===== config.mk =====
export PLATFORM = sky130hd
export DESIGN_NAME = btn_event_scheduler
export DESIGN_NICKNAME = d
export VERILOG_FILES = /design/src/rtl/btn_event_scheduler.sv
export SDC_FILE = /design/constraint.sdc
export NUM_CORES = 1
export LEC_CHECK = 0
export ABC_AREA = 1
export CORE_MARGIN = 4
export CORE_UTILIZATION = 54
export DETAILED_ROUTE_END_ITERATION = 8
export GPL_ROUTABILITY_DRIVEN = 0
export PLACE_DENSITY = 0.87
export SLEW_MARGIN = 40
export SYNTH_ARGS = -nofsm -noshare
export SYNTH_HDL_FRONTEND = slang
export SYNTH_SLANG_ARGS = --single-unit

===== constraint.sdc =====
create_clock -name clk -period 1.4 [get_ports clk]
set_input_delay 0.21 -clock clk [delete_from_list [all_inputs] [get_ports clk]]
set_output_delay 0.21 -clock clk [all_outputs]
set_load 0.1 [all_outputs]

===== src/rtl/btn_event_scheduler.sv =====
// btn_event_scheduler: synchronizes N_BTN raw active-low buttons and, using a
// single shared counter, debounces one button at a time. Each accepted press
// is offered as one event on a valid/ready handshake. Buttons are picked
// round-robin, starting at the index after the last button served.
// Optional feature: define BTN_AUTO_REPEAT_EN to re-issue the event every
// REPEAT_CYC cycles while the button stays held after the handshake.

module btn_sync2 (
  input  logic clk,
  input  logic rst_n,
  input  logic d_n,
  output logic q_n
);
  logic meta_n;

  // two-flop synchronizer; resets to the released level
  always_ff @(posedge clk or negedge rst_n) begin
    if (!rst_n) begin
      meta_n <= 1'b1;
      q_n    <= 1'b1;
    end else begin
      meta_n <= d_n;
      q_n    <= meta_n;
    end
  end
endmodule

module btn_event_scheduler #(
  parameter int              N_BTN      = 4,
  parameter int              CNT_W      = 24,
  parameter logic [CNT_W-1:0] PRESS_CYC  = 24'hFF1000,
  parameter logic [CNT_W-1:0] REL_CYC    = 24'h0FFFFF,
  parameter logic [CNT_W-1:0] REPEAT_CYC = 24'hFFFFFF
) (
  input  logic                     clk,
  input  logic                     rst_n,
  input  logic [N_BTN-1:0]         btn_n,
  input  logic                     evt_ready,
  output logic                     evt_valid,
  output logic [$clog2(N_BTN)-1:0] evt_id,
  output logic                     busy
);
  localparam int ID_W = $clog2(N_BTN);
  localparam logic [CNT_W-1:0] PRESS_LAST = PRESS_CYC - 1'b1;
  localparam logic [CNT_W-1:0] REL_LAST   = REL_CYC - 1'b1;

  typedef enum logic [1:0] {IDLE, PRESS, PEND, RELEASE} state_t;

  state_t           state;
  logic [CNT_W-1:0] cnt;
  logic [ID_W-1:0]  sel;
  logic [ID_W-1:0]  rr_ptr;
  logic [ID_W-1:0]  sel_nxt;
  logic [N_BTN-1:0] sb;
  logic             pick_hit;
  logic [ID_W-1:0]  pick_idx;

`ifdef BTN_AUTO_REPEAT_EN
  localparam logic [CNT_W-1:0] REP_LAST = REPEAT_CYC - 1'b1;
  logic rel_hi;  // level of sb[sel] seen on the previous RELEASE cycle
`else
  logic unused_repeat;
  assign unused_repeat = ^REPEAT_CYC;
`endif

  btn_sync2 u_sync [N_BTN-1:0] (.clk(clk), .rst_n(rst_n), .d_n(btn_n), .q_n(sb));

  assign sel_nxt = (sel == ID_W'(N_BTN - 1)) ? '0 : sel + 1'b1;

  // first pressed button at or above rr_ptr, wrapping; scanning downward lets
  // the smallest offset win
  always_comb begin
    int              j;
    logic [ID_W-1:0] idx;
    pick_hit = 1'b0;
    pick_idx = '0;
    j        = 0;
    idx      = '0;
    for (int i = N_BTN - 1; i >= 0; i--) begin
      j = int'(rr_ptr) + i;
      if (j >= N_BTN) j = j - N_BTN;
      idx = ID_W'(j);
      if (!sb[idx]) begin
        pick_hit = 1'b1;
        pick_idx = idx;
      end
    end
  end

  // scheduler FSM with registered handshake and busy outputs
  always_ff @(posedge clk or negedge rst_n) begin
    if (!rst_n) begin
      state     <= IDLE;
      cnt       <= '0;
      sel       <= '0;
      rr_ptr    <= '0;
      evt_valid <= 1'b0;
      evt_id    <= '0;
      busy      <= 1'b0;
`ifdef BTN_AUTO_REPEAT_EN
      rel_hi    <= 1'b0;
`endif
    end else begin
      unique case (state)
        IDLE: begin
          cnt <= '0;
          if (pick_hit) begin
            sel   <= pick_idx;
            state <= PRESS;
            busy  <= 1'b1;
          end
        end
        PRESS: begin
          if (sb[sel]) begin
            // bounce: give up without touching rr_ptr
            state <= IDLE;
            cnt   <= '0;
            busy  <= 1'b0;
          end else if (cnt == PRESS_LAST) begin
            state     <= PEND;
            cnt       <= '0;
            evt_valid <= 1'b1;
            evt_id    <= sel;
          end else begin
            cnt <= cnt + 1'b1;
          end
        end
        PEND: begin
          // event is held regardless of the button level until taken
          if (evt_ready) begin
            state     <= RELEASE;
            cnt       <= '0;
            evt_valid <= 1'b0;
`ifdef BTN_AUTO_REPEAT_EN
            rel_hi    <= 1'b0;
`endif
          end
        end
        RELEASE: begin
`ifdef BTN_AUTO_REPEAT_EN
          rel_hi <= sb[sel];
          if (sb[sel] != rel_hi) begin
            cnt <= '0;
          end else if (sb[sel]) begin
            if (cnt == REL_LAST) begin
              state  <= IDLE;
              cnt    <= '0;
              busy   <= 1'b0;
              rr_ptr <= sel_nxt;
            end else begin
              cnt <= cnt + 1'b1;
            end
          end else if (cnt == REP_LAST) begin
            state     <= PEND;
            cnt       <= '0;
            evt_valid <= 1'b1;
            evt_id    <= sel;
          end else begin
            cnt <= cnt + 1'b1;
          end
`else
          if (!sb[sel]) begin
            cnt <= '0;
          end else if (cnt == REL_LAST) begin
            state  <= IDLE;
            cnt    <= '0;
            busy   <= 1'b0;
            rr_ptr <= sel_nxt;
          end else begin
            cnt <= cnt + 1'b1;
          end
`endif
        end
      endcase
    end
  end
endmodule


==> flow_summary.html, run 1 <==
<table>
<tr><th>Metric</th><th>Value</th></tr>
<tr><th colspan="2">Run status</th></tr>
<tr><td>Result of the run</td><td>complete, but fails checks</td></tr>
<tr><td>Failing checks</td><td>negative setup slack</td></tr>
<tr><th colspan="2">Placed design</th></tr>
<tr><td>Buffers on Ports</td><td>10</td></tr>
<tr><td>Placed cells</td><td>447</td></tr>
<tr><td>DPL Wire Length</td><td>4.812 mm</td></tr>
<tr><td>Worst slack after detailed placement</td><td>-0.1879 ns</td></tr>
<tr><td>Area after DPL</td><td>3146 µm²</td></tr>
<tr><th colspan="2">Critical path</th></tr>
<tr><td>Kind of capture point of the worst setup path</td><td>flip-flop</td></tr>
<tr><td>Setup CP Type</td><td>reg2reg</td></tr>
<tr><td>Critical Path Source Type</td><td>flip-flop</td></tr>
<tr><td>Endpoint arrival time on the critical path</td><td>2.06 ns</td></tr>
<tr><td>R2R cell count</td><td>10</td></tr>
<tr><td>Longest individual stage delay on the worst path</td><td>0.45 ns</td></tr>
<tr><td>Data required time of the critical path</td><td>1.64 ns</td></tr>
<tr><td>List of cells traversed by the critical path</td><td>ha_2 &gt; inv_2 &gt; nor2_2 &gt; nand2_1 &gt; nor2_2 &gt; nand2_2 &gt; buf_6 &gt; nor3_4 &gt; nand2_1 &gt; o21ai_1</td></tr>
<tr><td>Highest fanout seen on the critical path</td><td>4</td></tr>
<tr><td>Cell with the largest stage delay on the worst path</td><td>sky130_fd_sc_hd__dfrtp_1</td></tr>
<tr><th colspan="2">Route</th></tr>
<tr><td>Vias per Instance</td><td>6.175</td></tr>
<tr><td>Final Routed Wirelength</td><td>8.452 mm</td></tr>
<tr><td>Number of design-rule violations left by the first detailed-router iteration</td><td>313</td></tr>
<tr><td>Routed WL per cell</td><td>18.22 µm</td></tr>
<tr><td>Vias after detailed routing</td><td>2865</td></tr>
<tr><td>Post-detailed-route count of antenna-violating nets</td><td>0</td></tr>
<tr><td>Post-route DRC violation count</td><td>0</td></tr>
<tr><td>Number of detailed-routing iterations run before antenna repair</td><td>7</td></tr>
<tr><th colspan="2">STA</th></tr>
<tr><td>Final Hold Violating Endpoints</td><td>0</td></tr>
<tr><td>Final worst path period share</td><td>130.1%</td></tr>
<tr><td>Final Max Slew Viols</td><td>0</td></tr>
<tr><td>Final setup slack of the worst path</td><td>-0.4216 ns</td></tr>
<tr><td>Maximum clock frequency</td><td>0.5490 GHz</td></tr>
<tr><td>Actual slew at the worst max-slew pin</td><td>0.4456 ns</td></tr>
<tr><td>Unrepaired setup endpoints after global routing</td><td>true</td></tr>
<tr><td>Final number of setup-violating endpoints</td><td>32</td></tr>
<tr><td>Worst-case headroom to the max-slew limit</td><td>70.26%</td></tr>
<tr><td>Tmin final</td><td>1.822 ns</td></tr>
<tr><td>Worst clock skew</td><td>0.02032 ns</td></tr>
<tr><th colspan="2">Worst hold path</th></tr>
<tr><td>Class of the most critical hold timing path</td><td>in2reg</td></tr>
<tr><td>Min-Delay Path Depth</td><td>1</td></tr>
<tr><th colspan="2">Clock tree</th></tr>
<tr><td>Clock buffer count from CTS</td><td>5</td></tr>
<tr><td>CTS sink count</td><td>42</td></tr>
<tr><td>Clock slew seen by the registers of the worst setup and hold paths</td><td>0.07 ns</td></tr>
<tr><td>CTS H-tree lvls</td><td>2</td></tr>
<tr><td>CTS tree</td><td>done</td></tr>
<tr><td>Clock insertion delay at the later pin of the skew report</td><td>0.33 ns</td></tr>
<tr><td>Bufs on Longest Clock Path</td><td>2</td></tr>
<tr><td>Clock root buffer master</td><td>sky130_fd_sc_hd__clkbuf_8</td></tr>
<tr><th colspan="2">Floorplan</th></tr>
<tr><td>Die outline area</td><td>5842 µm²</td></tr>
<tr><td>Initial core utilization</td><td>56.90%</td></tr>
<tr><td>Chip Height</td><td>76.43 µm</td></tr>
<tr><td>Number of I/O pins</td><td>11</td></tr>
<tr><td>Horizontal die dimension</td><td>76.43 µm</td></tr>
<tr><td>Site row count</td><td>24</td></tr>
<tr><td>Core Area</td><td>4444 µm²</td></tr>
<tr><th colspan="2">Synthesis</th></tr>
<tr><td>Dominant combinational cell family by area after synthesis</td><td>simple AND/OR/NAND/NOR gates</td></tr>
<tr><td>Number of instances in the synthesized netlist</td><td>332</td></tr>
<tr><td>Post-synthesis sequential area ratio</td><td>41.96%</td></tr>
<tr><td>Synthesized cell area</td><td>2529 µm²</td></tr>
<tr><td>Share of cell area taken by muxes after synthesis</td><td>0%</td></tr>
<tr><td>Count of unique library cells instantiated by Yosys</td><td>33</td></tr>
<tr><td>Complex-gate fraction of the synthesized area</td><td>9.055%</td></tr>
<tr><td>Average cell area after synthesis</td><td>7.616 µm²</td></tr>
<tr><td>XOR/XNOR share of the synthesized area</td><td>2.771%</td></tr>
<tr><td>Synthesized Nets</td><td>342</td></tr>
<tr><td>Area share of and/or/nand/nor cells after synthesis</td><td>37.16%</td></tr>
<tr><td>Adder-cell area share of the yosys netlist</td><td>1.484%</td></tr>
<tr><td>Number of flip-flops and latches in the synthesized netlist</td><td>42</td></tr>
<tr><td>Synth warn</td><td>0</td></tr>
<tr><th colspan="2">Global routing</th></tr>
<tr><td>Number of global-route vias before repair</td><td>2702</td></tr>
<tr><td>Number of antenna violations at the first check in global routing</td><td>0</td></tr>
<tr><td>Wire length of the first global-routing pass</td><td>11.93 mm</td></tr>
<tr><td>Total global routing track utilization</td><td>25.25%</td></tr>
<tr><td>Remaining global-route overflow</td><td>0</td></tr>
<tr><td>Largest net degree at the start of global routing</td><td>30</td></tr>
<tr><th colspan="2">Cells and area</th></tr>
<tr><td>Filler-free cell count of the finished design</td><td>464</td></tr>
<tr><td>ANT cells</td><td>0</td></tr>
<tr><td>Area added between synthesis and finish</td><td>39.53%</td></tr>
<tr><td>Fraction of layout cells with a size suffix above 1</td><td>37.62%</td></tr>
<tr><td>Final design area excluding fillers</td><td>3528 µm²</td></tr>
<tr><td>Util after Layout</td><td>79.39%</td></tr>
<tr><td>Nets</td><td>421</td></tr>
<tr><th colspan="2">Flow run</th></tr>
<tr><td>Max-capacitance violation count</td><td>0</td></tr>
<tr><th colspan="2">Power and ir drop</th></tr>
<tr><td>Clock network fraction of design power</td><td>36.8%</td></tr>
<tr><td>Max IR drop VDD</td><td>0.0006447 V</td></tr>
<tr><td>Portion of total power attributed to sequential cells</td><td>48.9%</td></tr>
<tr><td>Int Power</td><td>1.989 mW</td></tr>
<tr><td>Leakage</td><td>1.673 nW</td></tr>
<tr><td>Combinational share of power</td><td>14.3%</td></tr>
<tr><td>Switching power summed over all nets</td><td>0.7255 mW</td></tr>
<tr><td>Switching portion of total power</td><td>26.72%</td></tr>
<tr><td>Power Density</td><td>769.4 nW/µm²</td></tr>
</table>
[per-layer routing]
layer | wire length (µm) | track usage [%]
met2 | 4084 | 43.32
met4 | 486 | 12.32
met3 | 810 | 7.210
met5 | 0 | 0
met1 | 3070 | 28.71
[cells in the mapped netlist]
library cell / n / area [µm²]
sky130_fd_sc_hd__nand3b_1: 2 / 15.01
sky130_fd_sc_hd__buf_6: 2 / 22.52
sky130_fd_sc_hd__nor2_2: 2 / 12.51
sky130_fd_sc_hd__inv_1: 40 / 150.1
sky130_fd_sc_hd__dfrtp_1: 34 / 850.8
sky130_fd_sc_hd__nor2_8: 1 / 20.02
sky130_fd_sc_hd__nand4_1: 9 / 56.30
sky130_fd_sc_hd__or2_2: 1 / 6.260
sky130_fd_sc_hd__nand3_4: 1 / 17.52
sky130_fd_sc_hd__xnor2_1: 2 / 17.52
sky130_fd_sc_hd__a21oi_1: 5 / 25.02
sky130_fd_sc_hd__o22ai_1: 4 / 25.02
sky130_fd_sc_hd__nor3_1: 3 / 15.01
sky130_fd_sc_hd__ha_1: 3 / 37.54
sky130_fd_sc_hd__clkbuf_1: 3 / 11.26
sky130_fd_sc_hd__nand2_4: 1 / 11.26
sky130_fd_sc_hd__o21ai_1: 16 / 80.08
sky130_fd_sc_hd__xor2_1: 6 / 52.55
sky130_fd_sc_hd__nor2_1: 29 / 108.9
sky130_fd_sc_hd__inv_2: 2 / 7.510
sky130_fd_sc_hd__nor3_2: 1 / 10.01
sky130_fd_sc_hd__nand3b_4: 1 / 20.02
sky130_fd_sc_hd__nand2_1: 102 / 382.9
sky130_fd_sc_hd__and2_1: 1 / 6.260
sky130_fd_sc_hd__nand3_2: 12 / 120.1
sky130_fd_sc_hd__nand3_1: 17 / 85.08
sky130_fd_sc_hd__o21ai_0: 15 / 75.07
sky130_fd_sc_hd__a211oi_1: 1 / 7.510
sky130_fd_sc_hd__nor2_4: 3 / 33.78
sky130_fd_sc_hd__dfstp_2: 8 / 210.2
sky130_fd_sc_hd__o21ba_2: 1 / 10.01
sky130_fd_sc_hd__a31oi_1: 1 / 6.260
sky130_fd_sc_hd__nand2_2: 3 / 18.77
[timing repair]
item,CTS,global route
buffers inserted,2,6
endpoints found under the setup margin,32,33
hold buffers,1,0
gates cloned,0,0
gates resized for setup,15,49
hold endpoints to repair,13,0
pin swaps,6,18
[area by class of cell]
class	count	area, µm²
Clock buffer	6	72.57
Multi-Input combinational cell	243	1436
Tap cell	52	65.06
Fill cell	259	915.9
Inverter	42	167.7
Clock inverter	2	37.54
Timing Repair Buffer	77	686.9
Sequential cell	42	1062
[cells in the final DEF, fill, tap and decap left out, drive strengths merged]
| cell | instances |
|---|---|
| nand3b | 3 |
| clkbuf | 6 |
| nand2 | 106 |
| xnor2 | 2 |
| dlygate4sd3 | 1 |
| clkdlybuf4s50 | 5 |
| o22ai | 4 |
| nor2 | 35 |
| a211oi | 1 |
| buf | 71 |
| ha | 3 |
| or2 | 1 |
| o21ba | 1 |
| dfstp | 8 |
| dfrtp | 34 |
| o21ai | 31 |
| and2 | 1 |
| clkinvlp | 1 |
| inv | 42 |
| a31oi | 1 |
| bufinv | 1 |
| nor3 | 4 |
| a21oi | 5 |
| xor2 | 6 |
| nand4 | 9 |
| nand3 | 30 |
[through the flow]
step                      hold slack, ns  TNS [ns]  total power, mW
after floorplan                 -0.08559   -0.4281            1.462
after global placement            0.1299    -1.766            1.584
after detailed placement          0.1396    -4.552            1.600
after CTS                         0.2955    -4.118            2.590
after global routing              0.2928    -11.90            2.806
final                             0.2997    -8.931            2.715
[worst max-delay path, delay by kind of cell (launching register included)]
kind	cells	cell delay, ns
flops	1	0.45
simple gates	6	0.79
compound gates	1	0.09
buf+inv	2	0.18
fa+ha+maj	1	0.24
[path summary, 6_finish.rpt]
path                                       startpoint  slack, ns                    endpoint
setup / recovery                   cnt[1]$_DFFE_PN0N_      -0.42       rr_ptr[0]$_DFFE_PN0P_
hold / removal                               btn_n[3]       0.30  u_sync[3].meta_n$_DFF_PN1_
setup reg to reg                   cnt[1]$_DFFE_PN0N_      -0.42       rr_ptr[0]$_DFFE_PN0P_
hold reg to reg            u_sync[1].meta_n$_DFF_PN1_       0.36     u_sync[1].q_n$_DFF_PN1_
max in group asynchronous                       rst_n       0.51     u_sync[3].q_n$_DFF_PN1_
min in group asynchronous                       rst_n       0.32         cnt[19]$_DFFE_PN0N_
[logic make-up (layout without fill, tap and decap cells)]
kind of cell	after synthesis	after routing
AOI/OAI and AO/OA	43	43
DFF	42	42
buffers and inverters	47	127
and+or+nand+nor	189	189
xor gates and xnor gates	8	8
adders and majority gates	3	3
[power by group through the flow]
stage                     sequential (mW)  combinational, mW  clock [mW]
after global routing                 1.33              0.414        1.06
after CTS                            1.31              0.288       0.989
final                                1.33              0.389       0.998
after floorplan                      1.34              0.127           0
after global placement               1.33              0.251           0
after detailed placement             1.34              0.262           0
[flip-flops by register name (all words and copies together) (netlist names), named ones only]
| register | cells |
|---|---|
| busy | 1 |
| cnt | 24 |
| evt_id | 2 |
| evt_valid | 1 |
| rr_ptr | 2 |
| sel | 2 |
| state | 1 |
| u_sync.meta_n | 4 |
| u_sync.q_n | 4 |
Power figures use the tool's default switching activity.
==> run 2: changes to the inputs <==
--- a/config.mk
+++ b/config.mk
@@ -10,8 +10,8 @@
 export CORE_UTILIZATION = 54
 export DETAILED_ROUTE_END_ITERATION = 8
 export GPL_ROUTABILITY_DRIVEN = 0
-export PLACE_DENSITY = 0.87
-export SLEW_MARGIN = 40
+export PLACE_DENSITY = 0.75
+export SLEW_MARGIN = 10
 export SYNTH_ARGS = -nofsm -noshare
 export SYNTH_HDL_FRONTEND = slang
 export SYNTH_SLANG_ARGS = --single-unit
==> run 2 against run 1 <==
Against the previous run:
- the run still ends with negative setup slack left
- sequential share of layout area rose by 1.5 points
- die area did not move
- setup slack improved by 0.19 ns
- sequential cell count did not move
- non-clock buffer count fell by 5
- combinational power fell by 14%
- total power fell by 8.7%
- first-iteration DRC count fell by 42%
- critical path depth rose by 2
- routed wire length fell by 27%
- critical endpoint is now cnt[3]$_DFFE_PN0N_
- largest cell class unchanged
- largest power group unchanged
==> flow_summary.html, run 2 (synthesized netlist as in run 1, its figures left out) <==
<table>
<tr><th>Metric</th><th>Value</th></tr>
<tr><th colspan="2">Run status</th></tr>
<tr><td>Result of the run</td><td>complete, but fails checks</td></tr>
<tr><td>Failing checks</td><td>negative setup slack</td></tr>
<tr><th colspan="2">Clock tree</th></tr>
<tr><td>Clock insertion delay at the later pin of the skew report</td><td>0.30 ns</td></tr>
<tr><td>CTS sink count</td><td>42</td></tr>
<tr><td>Bufs on Longest Clock Path</td><td>2</td></tr>
<tr><td>Clock root buffer master</td><td>sky130_fd_sc_hd__clkbuf_8</td></tr>
<tr><td>Clock buffer count from CTS</td><td>5</td></tr>
<tr><td>Clock slew seen by the registers of the worst setup and hold paths</td><td>0.08 ns</td></tr>
<tr><td>CTS H-tree lvls</td><td>2</td></tr>
<tr><td>CTS tree</td><td>done</td></tr>
<tr><th colspan="2">Cells and area</th></tr>
<tr><td>Largest Register</td><td>cnt</td></tr>
<tr><td>Final-layout fill cell count</td><td>308</td></tr>
<tr><td>Util after Layout</td><td>75.76%</td></tr>
<tr><td>Largest registers ranked by flip-flop count</td><td>cnt x24, u_sync.meta_n x4, u_sync.q_n x4</td></tr>
<tr><td>Fraction of layout cells with a size suffix above 1</td><td>31.94%</td></tr>
<tr><td>Register cell area after layout</td><td>1064 µm²</td></tr>
<tr><td>Filler-free cell count of the finished design</td><td>459</td></tr>
<tr><td>Area added between synthesis and finish</td><td>33.15%</td></tr>
<tr><td>Top library cells by usage in the layout, fill and taps aside</td><td>100 x sky130_fd_sc_hd__nand2_1, 57 x sky130_fd_sc_hd__buf_4, 37 x sky130_fd_sc_hd__inv_1, 32 x sky130_fd_sc_hd__dfrtp_1, 24 x sky130_fd_sc_hd__nor2_1</td></tr>
<tr><td>Most common cell after layout, fill and taps aside</td><td>sky130_fd_sc_hd__nand2_1</td></tr>
<tr><td>Max reg flops</td><td>24</td></tr>
<tr><td>ANT cells</td><td>0</td></tr>
<tr><td>Multi-input combinational cell area</td><td>1350 µm²</td></tr>
<tr><td>Nets</td><td>416</td></tr>
<tr><td>Final design area excluding fillers</td><td>3367 µm²</td></tr>
<tr><th colspan="2">Critical path</th></tr>
<tr><td>Cell with the largest stage delay on the worst path</td><td>sky130_fd_sc_hd__dfrtp_1</td></tr>
<tr><td>Data required time of the critical path</td><td>1.58 ns</td></tr>
<tr><td>Setup CP Type</td><td>reg2reg</td></tr>
<tr><td>Longest individual stage delay on the worst path</td><td>0.41 ns</td></tr>
<tr><td>Highest fanout seen on the critical path</td><td>5</td></tr>
<tr><td>Kind of capture point of the worst setup path</td><td>flip-flop</td></tr>
<tr><td>Critical Path Source Type</td><td>flip-flop</td></tr>
<tr><td>Endpoint arrival time on the critical path</td><td>1.82 ns</td></tr>
<tr><td>Worst setup startpoint</td><td>cnt[0]$_DFFE_PN0N_</td></tr>
<tr><td>Largest delay contributor family on the critical path</td><td>simple AND/OR/NAND/NOR gates</td></tr>
<tr><td>List of cells traversed by the critical path</td><td>inv_1 &gt; ha_1 &gt; inv_1 &gt; nor2_1 &gt; nand2_1 &gt; nor2_2 &gt; nand2_2 &gt; nand3_2 &gt; nand2_4 &gt; buf_4 &gt; nand3_2 &gt; o21ai_1</td></tr>
<tr><td>Combined buffer and inverter count along the critical path</td><td>3</td></tr>
<tr><td>Worst reg2reg startpoint</td><td>cnt[0]$_DFFE_PN0N_</td></tr>
<tr><th colspan="2">STA</th></tr>
<tr><td>Worst clock skew</td><td>0.006757 ns</td></tr>
<tr><td>Unrepaired setup endpoints after global routing</td><td>true</td></tr>
<tr><td>Actual slew at the worst max-slew pin</td><td>0.2866 ns</td></tr>
<tr><td>Final number of setup-violating endpoints</td><td>31</td></tr>
<tr><td>Final Hold Violating Endpoints</td><td>0</td></tr>
<tr><td>Tmin final</td><td>1.636 ns</td></tr>
<tr><td>Final worst path period share</td><td>116.9%</td></tr>
<tr><td>Final setup slack of the worst path</td><td>-0.2362 ns</td></tr>
<tr><td>Sum Neg Setup Slack</td><td>-4.628 ns</td></tr>
<tr><td>Maximum clock frequency</td><td>0.6112 GHz</td></tr>
<tr><td>Worst slack on hold paths</td><td>0.3115 ns</td></tr>
<tr><td>Worst-case headroom to the max-slew limit</td><td>80.75%</td></tr>
<tr><td>Final Max Slew Viols</td><td>0</td></tr>
<tr><th colspan="2">Worst hold path</th></tr>
<tr><td>Class of the most critical hold timing path</td><td>in2reg</td></tr>
<tr><td>Startpoint of the lowest-slack hold path</td><td>btn_n[1]</td></tr>
<tr><th colspan="2">Route</th></tr>
<tr><td>Number of detailed-routing iterations run before antenna repair</td><td>5</td></tr>
<tr><td>Routed WL per cell</td><td>13.50 µm</td></tr>
<tr><td>Number of design-rule violations left by the first detailed-router iteration</td><td>180</td></tr>
<tr><td>Post-route DRC violation count</td><td>0</td></tr>
<tr><td>Vias after detailed routing</td><td>2437</td></tr>
<tr><td>Post-detailed-route count of antenna-violating nets</td><td>0</td></tr>
<tr><td>Final Routed Wirelength</td><td>6.196 mm</td></tr>
<tr><td>Vias per Instance</td><td>5.309</td></tr>
<tr><th colspan="2">Power and ir drop</th></tr>
<tr><td>Power Density</td><td>736.5 nW/µm²</td></tr>
<tr><td>Switching portion of total power</td><td>27.58%</td></tr>
<tr><td>Clock network fraction of design power</td><td>32.9%</td></tr>
<tr><td>Leakage</td><td>1.592 nW</td></tr>
<tr><td>Int Power</td><td>1.796 mW</td></tr>
<tr><td>Switching power summed over all nets</td><td>0.6840 mW</td></tr>
<tr><td>Pwr Total</td><td>2.480 mW</td></tr>
<tr><td>Portion of total power attributed to sequential cells</td><td>53.6%</td></tr>
<tr><td>Combinational share of power</td><td>13.5%</td></tr>
<tr><td>Max IR drop VDD</td><td>0.0006243 V</td></tr>
<tr><th colspan="2">Floorplan</th></tr>
<tr><td>Chip Height</td><td>76.43 µm</td></tr>
<tr><td>Horizontal die dimension</td><td>76.43 µm</td></tr>
<tr><td>Site row count</td><td>24</td></tr>
<tr><td>Die outline area</td><td>5842 µm²</td></tr>
<tr><td>Initial core utilization</td><td>56.90%</td></tr>
<tr><td>Number of I/O pins</td><td>11</td></tr>
<tr><td>Core Area</td><td>4444 µm²</td></tr>
<tr><th colspan="2">Placed design</th></tr>
<tr><td>Worst slack after detailed placement</td><td>-0.1708 ns</td></tr>
<tr><td>Buffers on Ports</td><td>10</td></tr>
<tr><td>Placed cells</td><td>447</td></tr>
<tr><td>Area after DPL</td><td>3146 µm²</td></tr>
<tr><td>DPL Wire Length</td><td>4.483 mm</td></tr>
<tr><th colspan="2">Flow run</th></tr>
<tr><td>Max-capacitance violation count</td><td>0</td></tr>
<tr><th colspan="2">Global routing</th></tr>
<tr><td>Wire length of the first global-routing pass</td><td>10.32 mm</td></tr>
<tr><td>Number of antenna violations at the first check in global routing</td><td>0</td></tr>
<tr><td>Number of global-route vias before repair</td><td>2316</td></tr>
<tr><td>Remaining global-route overflow</td><td>0</td></tr>
<tr><td>Largest net degree at the start of global routing</td><td>43</td></tr>
<tr><td>Total global routing track utilization</td><td>21.85%</td></tr>
</table>
run 2: layer usage:
layer	vias up	global-route usage, %	wire (µm)	share of wire (%)
li1	1217	-	-	-
met1	1136	27.77	2799	45
met3	17	4.492	262	4.2
met5	-	0	0	0
met4	0	8.696	144	2.3
met2	67	36.29	2990	48
run 2: area by class of cell:
class | instances | share of cell area (%)
inverter | 42 | 5.017
multi-input combinational | 243 | 40.10
sequential | 42 | 31.59
clock inverter | 3 | 0.7061
clock buffer | 5 | 2.044
timing repair buffer | 72 | 18.62
tap | 52 | 1.932
run 2: worst paths after layout:
kind	endpoint	slack, ns	depth (start not counted)
setup / recovery	cnt[3]$_DFFE_PN0N_	-0.24	12
hold / removal	u_sync[1].meta_n$_DFF_PN1_	0.31	1
setup reg to reg	cnt[3]$_DFFE_PN0N_	-0.24	12
hold reg to reg	u_sync[2].q_n$_DFF_PN1_	0.36	0
max in group asynchronous	u_sync[0].meta_n$_DFF_PN1_	0.73	3
min in group asynchronous	cnt[13]$_DFFE_PN0N_	0.39	3
run 2: timing repair:
item	4_1_cts	5_1_grt
pin swaps	7	8
hold buffers	1	0
gates resized for setup	16	18
setup buffers	2	1
hold endpoints to repair	34	0
setup endpoints to repair	33	34
run 2: power groups by stage:
stage               logic [mW]  clock network (mW)  registers (mW)
finish                   0.335               0.816            1.33
global route             0.368               0.906            1.34
CTS                      0.316               0.846            1.32
detailed placement       0.271                   0            1.34
global placement         0.255                   0            1.33
floorplan                0.127                   0            1.34
run 2: worst reg2reg max path: cells and delay by family (launching register included):
family / cells / cell delay, ns
adders and majority gates: 1 / 0.13
DFF: 1 / 0.41
AOI/OAI and AO/OA: 1 / 0.07
and+or+nand+nor: 7 / 0.63
buffers and inverters: 3 / 0.28
